## config.mk

```make
export PLATFORM = sky130hd
export DESIGN_NAME = ex_commit_ctrl
export DESIGN_NICKNAME = d
export VERILOG_FILES = /design/src/rtl/ex_commit_ctrl.sv
export SDC_FILE = /design/constraint.sdc
export NUM_CORES = 1
export LEC_CHECK = 0
export ABC_AREA = 1
export CAP_MARGIN = 20
export CORE_MARGIN = 4
export CORE_UTILIZATION = 42
export DETAILED_ROUTE_END_ITERATION = 7
export PLACE_DENSITY_LB_ADDON = 0.1
export SETUP_SLACK_MARGIN = 0.4
export SLEW_MARGIN = 0
export SYNTH_ARGS = -nofsm -noshare
export SYNTH_HDL_FRONTEND = slang
export SYNTH_SLANG_ARGS = --single-unit
```

## constraint.sdc

```tcl
create_clock -name clk -period 3.5 [get_ports clk]
set_input_delay 0.525 -clock clk [delete_from_list [all_inputs] [get_ports clk]]
set_output_delay 0.525 -clock clk [all_outputs]
set_load 0.005 [all_outputs]
```

## src/rtl/ex_commit_ctrl.sv

```systemverilog
// Exception / interrupt / ertn commit sequencer between WB and the CSR unit.
// A trigger in IDLE drives a one-cycle CSR pulse, a redirect handshake, then a drain.
module ex_commit_ctrl #(
   parameter int DRAIN_CYCLES = 2,
   parameter int CNT_W        = 16
) (
   input  logic             clk,
   input  logic             reset,
   input  logic             wb_valid,
   input  logic             wb_ex,
   input  logic [5:0]       wb_ecode,
   input  logic [8:0]       wb_esubcode,
   input  logic             wb_ertn,
   input  logic [31:0]      wb_pc,
   input  logic             has_int,
   input  logic [31:0]      ex_entry,
   input  logic [31:0]      era_pc,
   output logic             wb_ready,
   output logic             wb_kill,
   output logic [48:0]      csr_in_bus,
   output logic             flush,
   output logic             redirect_valid,
   output logic [31:0]      redirect_pc,
   input  logic             redirect_ready,
   output logic [CNT_W-1:0] trap_cnt
);

   typedef enum logic [1:0] {IDLE, COMMIT, REDIRECT, DRAIN} state_t;

   localparam logic [3:0] DRAIN_LD = 4'(DRAIN_CYCLES);

   state_t           state, state_n;
   logic             trigger;
   logic             ertn_q;
   logic [5:0]       ecode_q;
   logic [8:0]       esub_q;
   logic [31:0]      pc_q;
   logic [31:0]      rpc_q;
   logic [3:0]       drain_q;
   logic [CNT_W-1:0] cnt_q;
   logic             flush_q;

   assign trigger     = wb_valid && (has_int || wb_ex || wb_ertn);
   assign flush       = flush_q;
   assign redirect_pc = rpc_q;
   assign trap_cnt    = cnt_q;

   always_comb begin
      state_n        = state;
      wb_ready       = 1'b0;
      wb_kill        = 1'b0;
      redirect_valid = 1'b0;
      csr_in_bus     = '0;
      case (state)
         IDLE: begin
            wb_ready = 1'b1;
            wb_kill  = trigger;
            if (trigger) state_n = COMMIT;
         end
         COMMIT: begin
            csr_in_bus = {ertn_q, ~ertn_q, ecode_q, esub_q, pc_q};
            state_n    = REDIRECT;
         end
         REDIRECT: begin
            redirect_valid = 1'b1;
            if (redirect_ready) state_n = DRAIN;
         end
         DRAIN: begin
            if (drain_q == 4'd1) state_n = IDLE;
         end
         default: state_n = IDLE;
      endcase
   end

   always_ff @(posedge clk or posedge reset) begin
      if (reset) begin
         state   <= IDLE;
         flush_q <= 1'b0;
         ertn_q  <= 1'b0;
         ecode_q <= '0;
         esub_q  <= '0;
         pc_q    <= '0;
         rpc_q   <= '0;
         drain_q <= '0;
         cnt_q   <= '0;
      end else begin
         state   <= state_n;
         flush_q <= (state_n != IDLE);
         case (state)
            IDLE: begin
               if (trigger) begin
                  // Interrupt outranks a same-cycle exception; ertn only when neither is present.
                  ertn_q  <= !has_int && !wb_ex;
                  ecode_q <= (!has_int && wb_ex) ? wb_ecode    : 6'h00;
                  esub_q  <= (!has_int && wb_ex) ? wb_esubcode : 9'h000;
                  pc_q    <= wb_pc;
               end
            end
            COMMIT: begin
               // The CSR unit only moves entry/ERA on the edge that ends this cycle.
               rpc_q <= ertn_q ? era_pc : ex_entry;
               if (!ertn_q && (cnt_q != {CNT_W{1'b1}})) cnt_q <= cnt_q + 1'b1;
            end
            REDIRECT: begin
               if (redirect_ready) drain_q <= DRAIN_LD;
            end
            DRAIN: begin
               drain_q <= drain_q - 4'd1;
            end
            default: ;
         endcase
      end
   end

endmodule

```

After elaboration in Yosys (flattened, before gate mapping)
Cells that the tools add are included.
Word-level totals
  register bits: 103
  bits of input ports: 118
  output and inout port bits: 101
  word-level logic and storage cells: 46
Operators by class
  $add $sub $neg: 2
  equal/unequal tests: 6
  multiplexer cells: 13
  bitwise logic cells: 1
  reduce and logical (&&, ||, !) cells: 15
Operators with widths (number)
  49-bit two-way mux: 1
  32-bit two-way mux: 1
  16-bit by 1-bit adder with 16-bit output, second input constant: 1
  16-bit inequality test, second input constant: 1
  9-bit two-way mux: 1
  2-bit case mux with 4 select lines: 1
  4-bit case mux with 2 select lines: 1
  2-bit two-way mux: 3
  6-bit two-way mux: 1
  2-bit AND reduction: 3
  2-bit == test, second input constant: 2
  4-bit by 1-bit == test with 1-bit output, second input constant: 1
  1-bit logical AND: 4
  4-bit two-way mux: 1
  2-bit nonzero test: 2
  4-bit by 1-bit subtractor with 4-bit output, second input constant: 1
  1-bit zero test: 3
  1-bit two-way mux: 3
  2-bit by 1-bit == test with 1-bit output, second input constant: 1
  2-bit zero test: 1
  1-bit logical OR: 2
  2-bit inequality test, second input constant: 1
  1-bit NOT: 1

Logic depth before layout (Yosys ltp)
Gate-level depths: netlist of run 1.
  word-level depth: 6
  depth in mapped cells: 9
  depth with buffers taken out: 8

Worst setup path before layout of run 1
OpenSTA, ideal clock, no wires.
  kind: input to output
  start: in has_int
  end: out wb_kill
  data arrival time: 1.144 ns
  data required time: 2.975 ns
  setup slack: 1.831 ns
  cell stages on the path: 6
  path buffers: 2
  cells stage by stage: nor2_1 -> nand2_1 -> nand3_2 -> inv_2 -> buf_4 -> buf_2
On the way
  longest elaborated chain between the ends: 4
RTL lines
  from (decl): line 15  | input logic has_int,
  1-bit logical OR (2 in a row): line 43  | assign trigger = wb_valid && (has_int || wb_ex || wb_ertn);
  1-bit logical AND: line 43
  1-bit two-way mux: line 54  | case (state)
  to (decl): line 19  | output logic wb_kill,
No other way between the ends.

Worst setup path after layout of run 1
  start: reg state[0]
  end: out csr_in_bus[47]
On the way
  longest elaborated chain between the ends: 2
RTL lines
  from (decl): line 32  | state_t state, state_n;
  from (signal assigned): line 87  | state <= state_n;
  2-bit by 1-bit == test with 1-bit output: line 54
  49-bit two-way mux: line 54
  to (decl): line 20  | output logic [48:0] csr_in_bus,
No other way between the ends.

==> results of run 1 <==
area by class of cell:
class,instances,area (um2),share of cell area
tap,140,175,0.0238
inverter,75,285,0.0387
clock inverter,1,5.00,0.000679
multi-input combinational,416,1850,0.251
timing repair buffer,221,2230,0.302
sequential,103,2580,0.350
clock buffer,14,254,0.0344
registers in the layout, indices dropped and copies added, names as in the netlist:
| register | flops |
|---|---|
| ecode_q | 6 |
| flush | 1 |
| ertn_q | 1 |
| pc_q | 32 |
| esub_q | 9 |
| state | 2 |
| trap_cnt | 16 |
| redirect_pc | 32 |
| drain_q | 4 |
layer usage:
layer	part of all wire	routed length, um	global-route usage	up-vias
met5	0	0	0	-
met4	0.015	206	0.0556	0
met3	0.085	1180	0.0512	17
met2	0.48	6710	0.329	185
met1	0.42	5770	0.282	2149
li1	-	-	-	2322
worst reg2reg max path, stage by stage (launching register included):
cell and delay [ns]:
dfrtp_1 0.44, ha_1 0.30, nand3_2 0.14, inv_2 0.06, nand3_4 0.08, nor2_1 0.07
nor2_2 0.50, nand2_1 0.13, nand2_1 0.10
logic make-up after synthesis:
logic type,after synthesis,synth area share
compound gates,57,0.0614
xor+xnor,9,0.0163
fa+ha+maj,3,0.00774
buf+inv,102,0.0875
flops,103,0.531
simple gates,347,0.296
final timing paths:
| check | from | endpoint | cells past startpoint |
|---|---|---|---|
| setup reg to reg | trap_cnt[0] | trap_cnt[14] | 8 |
| min in group asynchronous | reset | pc_q[9] | 3 |
| hold reg to reg | redirect_pc[20] | redirect_pc[20] | 2 |
| max in group asynchronous | reset | redirect_pc[7] | 3 |
| setup / recovery | state[0] | csr_in_bus[47] | 5 |
| hold / removal | redirect_pc[20] | redirect_pc[20] | 2 |
power breakdown:
part / total, mW / internal [mW] / switching (mW)
Combinational: 1.79 / 0.942 / 0.848
Clock: 0.898 / 0.498 / 0.400
Sequential: 1.93 / 1.70 / 0.228
layout by cell type (no fill, tap or decap), types with 5 or more instances in the layout:
master           instances
clkdlybuf4s50_1        218
nand2_1                212
dfrtp_1                103
inv_1                   68
nor2_1                  65
nand3_1                 54
o21ai_0                 46
clkbuf_16                9
nand4_1                  8
o21ai_1                  7
inv_2                    6
xnor2_1                  5
per-stage QoR:
| step | power, mW | hold slack (ns) | setup WS [ns] |
|---|---|---|---|
| 6_report | 4.62 | 0.496 | 0.794 |
| 5_1_grt | 4.99 | 0.526 | 0.626 |
| 4_1_cts | 4.69 | 0.500 | 0.762 |
| 3_5_place_dp | 3.75 | 0.482 | 1.13 |
| 3_3_place_gp | 3.69 | 0.481 | 1.17 |
| 2_1_floorplan | 2.78 | 0.486 | 1.74 |
==> metrics.md, run 1 <==
| Metric | Value |
|---|---|
| Worst Path Buf+Inv | 3 |
| Fillers | 960 |
| Path type of the worst min-delay path | reg2reg |
| FMAX | 370 MHz |
| Syn Std Cell Area | between 0.004 and 0.005 mm2 |
| Post-DRT Antenna Nets | 0 |
| Max_slew headroom | 0.259 |
| Worst path top cell family by delay | buffers and inverters |
| Setup CP Type | reg2out |
| Vias/cell | roughly 4.8 |
| Final Non-Filler Cells | between 900 and 1,000 |
| Share of the synthesized area in the top cell type | 0.531 |
| Flop-to-flop setup slack | 1.61 ns |
| Setup violators final | 0 |
| Status | completed |
| DRT Pass-1 Iters | 5 |
| Placed Instances | roughly 960 |
| Clk_skew | 0.00528 ns |
| Antenna violations before repair | 0 |
| Setup TNS Final | 0 ns |
| Total track usage | 0.206 |
| Fin util | 0.666 |
| Seq/Total Area, Yosys | 0.531 |
| Data arrival, critical path | approximately 2.2 ns |
| Final net count | around 950 |
| Most frequent cell after synthesis | nand2_1 |
| Largest net degree at the start of global routing | about 100 |
| Leakage | roughly 3.3 nW |
| CTS Buf Count | 9 |
| Post-synth cell types | 23 |
| Boundary Pins | ~220 |
| H-tree Lvls | 3 |
| Fin area | 0.00737 mm2 |
| Top FF cell, synth | dfrtp_1 |
| Die W | 115 um |
| Vias | about 4,700 |
| GP Congestion | about 0.80 |
| # port buffers | 218 |
| Clk buf depth | 2 |
| Routed wire length | about 14,000 um |
| Critical Path Fanout Max | 35 |
| RSZ-0062 raised after global routing | no |
| Post-route minimum period | approximately 2.7 ns |
| DR iter-0 viols | 334 |
| Worst-path clk slew | roughly 0.060 ns |
| Syn nets | between 700 and 800 |
| Hpwl dp | slightly above 10,000 um |
| Placed cell area | 0.00712 mm2 |
| TritonCTS clock tree | done |
| Worst Max-Slew Pin Slew | ~1.1 ns |
| Final hold vios | 0 |
| Fraction of registers with async set/reset | 1.00 |
| Initial Utilization | 0.438 |
| CTS Hold Bufs | 0 |
| Slowest-stage cell, CP | clkdlybuf4s50_1 |
| Post CTS Setup Buffer Count | 0 |
| Number of synthesized flops with an enable pin | 0 |
| Synthesized instance count | between 600 and 700 |
| PostCTS Resize Cnt | 0 |
| First-pass GRT wire length | around 22,000 um |
| Clock root cell | clkbuf_16 |
| Area growth syn-to-layout | 52.1% |
| Yosys warns | 0 |
| Share of cells above drive strength 1 | 0.0361 |
| Crit share post-route | 0.773 |
| Vias in the first global route | 4,541 |
| Antenna fix cells | 0 |
| PD cells | approximately 630 mW/mm2 |
| Sink Count | ~100 |
| Synth top cells by count | 212 x nand2_1, 103 x dfrtp_1, 69 x inv_1 |
| Synth Area per Inst | 7.81 um2 |
| Final Max Tran Viols | 0 |
| CP cell instances | inv_2 -> nor2_2 -> nand2_1 -> inv_2 -> clkdlybuf4s50_1 |
| Top cell by count, worst path | inv_2 |
| Worst skew pair latency | ~0.33 ns |
| Synth Register Bits | ~100 |
| WL per Instance | between 10 and 15 um |
| Critical Path RT | around 3.0 ns |
| Synth area leader | dfrtp_1 |
| Die height | 115 um |
| Core footprint | 0.0111 mm2 |
| Max IR drop VDD | 0.302 mV |
| Slowest stage delay, CP | just over 0.6 ns |
| CP Launch Type | register |
| Die Area | about 0.013 mm2 |
| Ranking of synthesized cells by area | dfrtp_1 53%, nand2_1 16%, nand3_1 5.6%, inv_1 5.3%, nor2_1 5.0% |
| DRC Markers | 0 |
| Max_cap viols | 0 |
| Gr ovfl total | 0 |
| Row Count | 38 |
| Critical Path Sink Type | primary output |
No activity file was read; power rests on OpenSTA's default activity.
==> run 2: changes to the inputs <==
==> constraint.sdc (replaced) <==
create_clock -name clk -period 2.7 [get_ports clk]
set_input_delay 0.405 -clock clk [delete_from_list [all_inputs] [get_ports clk]]
set_output_delay 0.405 -clock clk [all_outputs]
set_load 0.005 [all_outputs]
==> run 2 against run 1 <==
Net effect: non-clock buffer count rose by 10; wire length rose by 2.4%; register-to-register slack got worse by 0.86 ns.
==> metrics.md, run 2 (synthesis gave the netlist of run 1 again) <==
| Metric | Value |
|---|---|
| Status | completed |
| Final hold vios | 0 |
| Hold Path Sink | redirect_pc[20] |
| Final Non-Filler Cells | slightly below 1,000 |
| Vias in the first global route | between 4,000 and 5,000 |
| Vias/cell | about 4.8 |
| Area growth syn-to-layout | 57.4% |
| DR iter-0 viols | between 300 and 400 |
| CP Launch Type | register |
| Share of cells above drive strength 1 | 0.0547 |
| Routed wire length | 14,200 um |
| H-tree Lvls | 3 |
| FMAX | about 450 MHz |
| Total track usage | 0.206 |
| Max IR drop VDD | about 0.52 mV |
| Launching point of the worst reg2reg path | state[0] |
| Flop-to-flop setup slack | 0.75 ns |
| Critical Path RT | around 2.3 ns |
| Hpwl dp | approximately 10,000 um |
| Multi-input gate area | between 0.0015 and 0.002 mm2 |
| Final net count | 957 |
| Placed cell area | 0.00717 mm2 |
| Clock root cell | clkbuf_16 |
| Post-route minimum period | 2.25 ns |
| Setup TNS Final | 0 ns |
| Setup violators final | 0 |
| DRC Markers | 0 |
| Fillers | ~900 |
| Antenna violations before repair | 0 |
| WL per Instance | 14.5 um |
| Placed Instances | approximately 960 |
| Worst-path clk slew | about 0.07 ns |
| Row Count | 38 |
| GP Congestion | roughly 0.78 |
| Clk buf depth | 2 |
| Max_cap viols | 0 |
| Boundary Pins | ~220 |
| Critical Path Fanout Max | 10 |
| Initial Utilization | 0.438 |
| WHS Path Cells | 2 |
| RSZ-0062 raised after global routing | yes |
| Die W | about 120 um |
| Fin util | 0.689 |
| Commonest non-fill, non-tap cell in the layout | nand2_1 |
| Vias | around 4,700 |
| Max_slew headroom | 0.458 |
| PD cells | about 840 mW/mm2 |
| Critical Path Sink Type | primary output |
| Setup CP Type | reg2out |
| First-pass GRT wire length | roughly 22,000 um |
| Core footprint | about 0.011 mm2 |
| Leakage | roughly 3.8 nW |
| Most frequent cells in the layout | 212 x nand2_1, 195 x clkdlybuf4s50_1, 102 x dfrtp_1 |
| Post-DRT Antenna Nets | 0 |
| Die height | 115 um |
| Path type of the worst min-delay path | reg2reg |
| Gr ovfl total | 0 |
| Hold Slack | about 0.5 ns |
| Sink Count | roughly 100 |
| Final Max Tran Viols | 0 |
| Worst R2R End | pc_q[21] |
| Clk_skew | between 0.005 and 0.006 ns |
| Worst skew pair latency | ~0.34 ns |
| Data arrival, critical path | 1.84 ns |
| Reg area | between 0.002 and 0.003 mm2 |
| Largest net degree at the start of global routing | 97 |
| TritonCTS clock tree | done |
| Die Area | 0.0133 mm2 |
| Antenna fix cells | 0 |
| Worst Reg-to-Reg Cells | 6 |
| HP Start | redirect_pc[20] |
| # port buffers | between 200 and 250 |
| Crit share post-route | 0.832 |
| CTS Buf Count | 9 |
| DRT Pass-1 Iters | 4 |
| Fin area | around 0.0076 mm2 |
| Worst Max-Slew Pin Slew | 0.813 ns |
## run 2: cell types whose count changed in the layout (fill, tap and decap cells not counted), moves of 2 or more
| cell | previous run | this run |
|---|---|---|
| dlygate4sd2_1 | 0 | 2 |
| clkdlybuf4s50_1 | 218 | 195 |
| bufinv_16 | 0 | 3 |
| clkbuf_1 | 4 | 1 |
| buf_4 | 1 | 9 |
| dlymetal6s2s_1 | 0 | 21 |
## run 2: final cells by class
cell class | instances | share of cell area
clock inverter | 5 | 0.0136
clock buffer | 11 | 0.0318
inverter | 75 | 0.0384
multi-input combinational | 416 | 0.243
timing repair buffer | 231 | 0.312
tap | 140 | 0.0229
sequential | 103 | 0.338
## run 2: worst max-delay path by stage
stage                        start              to  slack (ns)
after floorplan              reset      drain_q[0]        1.06
after global placement     has_int       esub_q[2]        0.61
after detailed placement   has_int       esub_q[2]        0.53
after CTS                 state[1]  csr_in_bus[37]        0.37
after global routing      state[0]  csr_in_bus[28]        0.37
final                     state[0]   csr_in_bus[6]        0.45
## run 2: worst max-delay path, stage by stage, from the launching register on
cell	delay, ns
dfrtp_1	0.38
inv_2	0.07
nor2_4	0.18
inv_8	0.06
buf_4	0.17
nor2_1	0.11
clkdlybuf4s50_1	0.52
## run 2: through the flow
| stage | power [mW] | setup WS [ns] |
|---|---|---|
| 2_1_floorplan | 3.61 | 1.06 |
| 3_3_place_gp | 4.80 | 0.608 |
| 3_5_place_dp | 4.88 | 0.528 |
| 4_1_cts | 6.44 | 0.373 |
| 5_1_grt | 6.86 | 0.366 |
| 6_report | 6.39 | 0.453 |
## run 2: timing repair
| item | 4_1_cts | 5_1_grt |
|---|---|---|
| gates resized for setup | 6 | 24 |
| setup endpoints to repair | 35 | 32 |
| hold buffers | 0 | 0 |
| cloned | 0 | 1 |
| pin swaps | 0 | 1 |
| buffers inserted | 1 | 2 |
## run 2: routing by layer
| layer | global-route usage | wire length, um | vias up |
|---|---|---|---|
| met5 | 0 | 0 | - |
| met4 | 0.0454 | 161 | 0 |
| met3 | 0.0574 | 1070 | 13 |
| met2 | 0.352 | 7100 | 176 |
| met1 | 0.262 | 5860 | 2225 |
| li1 | - | - | 2334 |
## run 2: power by group
| group | switching, mW | internal, mW | leakage (nW) |
|---|---|---|---|
| logic | 1.13 | 1.27 | 2.36 |
| clock network | 0.556 | 0.934 | 0.170 |
| registers | 0.295 | 2.21 | 1.27 |
| total | 1.98 | 4.41 | 3.80 |
==> run 3: changes to the inputs <==
--- a/config.mk
+++ b/config.mk
@@ -8,7 +8,7 @@
 export ABC_AREA = 1
 export CAP_MARGIN = 20
 export CORE_MARGIN = 4
-export CORE_UTILIZATION = 42
+export CORE_UTILIZATION = 38
 export DETAILED_ROUTE_END_ITERATION = 7
 export PLACE_DENSITY_LB_ADDON = 0.1
 export SETUP_SLACK_MARGIN = 0.4
==> constraint.sdc (replaced) <==
create_clock -name clk -period 2 [get_ports clk]
set_input_delay 0.3 -clock clk [delete_from_list [all_inputs] [get_ports clk]]
set_output_delay 0.3 -clock clk [all_outputs]
set_load 0.005 [all_outputs]
==> run 3 against run 2 <==
Net effect: flip-flop and latch count unchanged; largest cell class is now non-clock buffers; final cell count rose by 7.1%; design area is 7.7% higher; setup slack got worse by 0.22 ns; first-iteration DRC count is 25% lower; critical endpoint is now csr_in_bus[31]; non-clock buffer count increased by 38; critical path type unchanged; critical path depth rose by 1; worst hold slack got worse by 0.049 ns.
==> metrics.md, run 3 (synthesis gave the netlist of run 1 again) <==
| Metric | Value |
|---|---|
| Status | completed |
| Max_slew headroom | 0.636 |
| Area growth syn-to-layout | 69.5% |
| Worst Max-Slew Pin Slew | between 0.5 and 0.6 ns |
| Critical Path RT | ~1.7 ns |
| Data arrival, critical path | approximately 1.5 ns |
| Vias/cell | ~4.6 |
| Clock root cell | clkbuf_16 |
| Worst R2R End | ertn_q |
| Leakage | 3.78 nW |
| Slowest-stage cell, CP | dfrtp_1 |
| Multi-input gate area | about 0.0021 mm2 |
| Routed wire length | 15,800 um |
| RSZ-0062 raised after global routing | yes |
| Path type of the worst min-delay path | in2async |
| Worst Path Buf+Inv | 5 |
| WL per Instance | roughly 15 um |
| GP Congestion | around 0.8 |
| Share of cells above drive strength 1 | 0.214 |
| Final Non-Filler Cells | approximately 1,100 |
| Slowest stage delay, CP | about 0.38 ns |
| Worst path top cell family by delay | buffers and inverters |
| Setup TNS Final | 0 ns |
| Gr ovfl total | 0 |
| Final net count | between 900 and 1,000 |
| Max_cap viols | 0 |
| DR iter-0 viols | between 200 and 250 |
| Fin area | a little over 0.008 mm2 |
| First-pass GRT wire length | approximately 24,000 um |
| Sink Count | between 100 and 150 |
| Core footprint | 0.0126 mm2 |
| Vias | a little under 5,000 |
| Die Area | 0.0146 mm2 |
| Post-route minimum period | roughly 1.8 ns |
| Reg area | about 0.0026 mm2 |
| Antenna violations before repair | 0 |
| Worst Reg-to-Reg Cells | 8 |
| TritonCTS clock tree | done |
| # port buffers | 218 |
| Crit path depth | 7 |
| Hpwl dp | ~10,000 um |
| Die W | 121 um |
| Top cell by count, worst path | nor2_4 |
| CTS Buf Count | 9 |
| Clk buf depth | 2 |
| Placed cell area | slightly above 0.007 mm2 |
| Post-DRT Antenna Nets | 0 |
| Launching point of the worst reg2reg path | state[1] |
| Final hold vios | 0 |
| Placed Instances | ~990 |
| Boundary Pins | 219 |
| Die height | about 120 um |
| PD cells | about 1100 mW/mm2 |
| Initial Utilization | 0.386 |
| Final Max Tran Viols | 0 |
| Total track usage | 0.210 |
| Crit path capture | csr_in_bus[31] |
| DRC Markers | 0 |
| Worst skew pair latency | 0.34 ns |
| DRT Pass-1 Iters | 7 |
| CP cell instances | inv_2 -> nor2_4 -> inv_4 -> buf_12 -> buf_16 -> nor2_4 -> buf_2 |
| Critical path origin | state[0] |
| Largest net degree at the start of global routing | approximately 100 |
| Total Power | roughly 9.3 mW |
| Crit share post-route | 0.881 |
| Max IR drop VDD | 0.504 mV |
| Setup CP Type | reg2out |
| Fillers | 1,072 |
| CTS Hold Bufs | 0 |
| Worst-path clk slew | roughly 0.060 ns |
| CP Launch Type | register |
| Most frequent cells in the layout | 210 x nand2_1, 163 x clkdlybuf4s50_1, 93 x dfrtp_1 |
| Antenna fix cells | 0 |
| Critical Path Sink Type | primary output |
| Critical Path Fanout Max | 8 |
| Clk_skew | ~0.0054 ns |
| Flop-to-flop setup slack | around 0.38 ns |
| FMAX | about 570 MHz |
| Setup violators final | 0 |
| Commonest non-fill, non-tap cell in the layout | nand2_1 |
| H-tree Lvls | 3 |
| Row Count | a little over 40 |
| Vias in the first global route | ~4,800 |
run 3: changes by cell type in the layout (fill, tap and decap cells not counted), moves of 12 or more:
cell             delta
buf_6              +13
clkdlybuf4s15_2    +12
buf_2              +30
nor2_4             +28
nor2_2             +13
clkdlybuf4s50_1    -32
buf_4              +26
nor2_1             -41
dlymetal6s2s_1     -18
run 3: cell type report:
class / count / area share
clock inverters: 3 / 0.00791
repair buffers: 269 / 0.325
multi-input cells: 416 / 0.259
well taps: 172 / 0.0262
inverters: 75 / 0.0353
flip-flops and latches: 103 / 0.315
clock buffers: 13 / 0.0317
run 3: worst min path at each step:
stage               cells past startpoint               to            start  slack (ns)
global placement                        2  redirect_pc[28]  redirect_pc[28]        0.48
finish                                  3          pc_q[4]            reset        0.45
global route                            2  redirect_pc[24]  redirect_pc[24]        0.51
detailed placement                      2  redirect_pc[23]  redirect_pc[23]        0.48
CTS                                     3          pc_q[4]            reset        0.49
floorplan                               2   redirect_pc[0]      ex_entry[0]        0.42
run 3: per-layer routing:
layer,global-route usage,part of all wire,up-vias
met5,0,0,-
met4,0.0786,0.028,0
met3,0.0476,0.064,27
met2,0.347,0.49,159
met1,0.270,0.42,2273
li1,-,-,2419
run 3: worst reg2reg max path, delay by kind of cell, from the launching register on:
family | cells | cell delay [ns]
AO/OA/AOI/OAI | 1 | 0.11
AND/OR/NAND/NOR | 3 | 0.34
flip-flops | 1 | 0.41
buffers and inverters | 4 | 0.68
run 3: through the flow:
step | utilization | setup WS (ns) | hold slack [ns]
floorplan | - | 0.468 | 0.420
global placement | 0.575 | 0.0862 | 0.479
detailed placement | 0.575 | 0.0798 | 0.483
CTS | 0.627 | 0.219 | 0.489
global route | 0.654 | 0.163 | 0.513
finish | 0.654 | 0.238 | 0.449
run 3: report_power, final:
group          switching, mW  internal (mW)
clock                  0.740           1.16
combinational           1.98           2.04
sequential             0.367           2.98
total                   3.09           6.19
run 3: repair_timing:
action | in CTS | in global routing
cloned | 6 | 1
gates resized for setup | 256 | 56
pin swaps | 4 | 6
setup endpoints to repair | 84 | 106
buffers inserted | 21 | 13
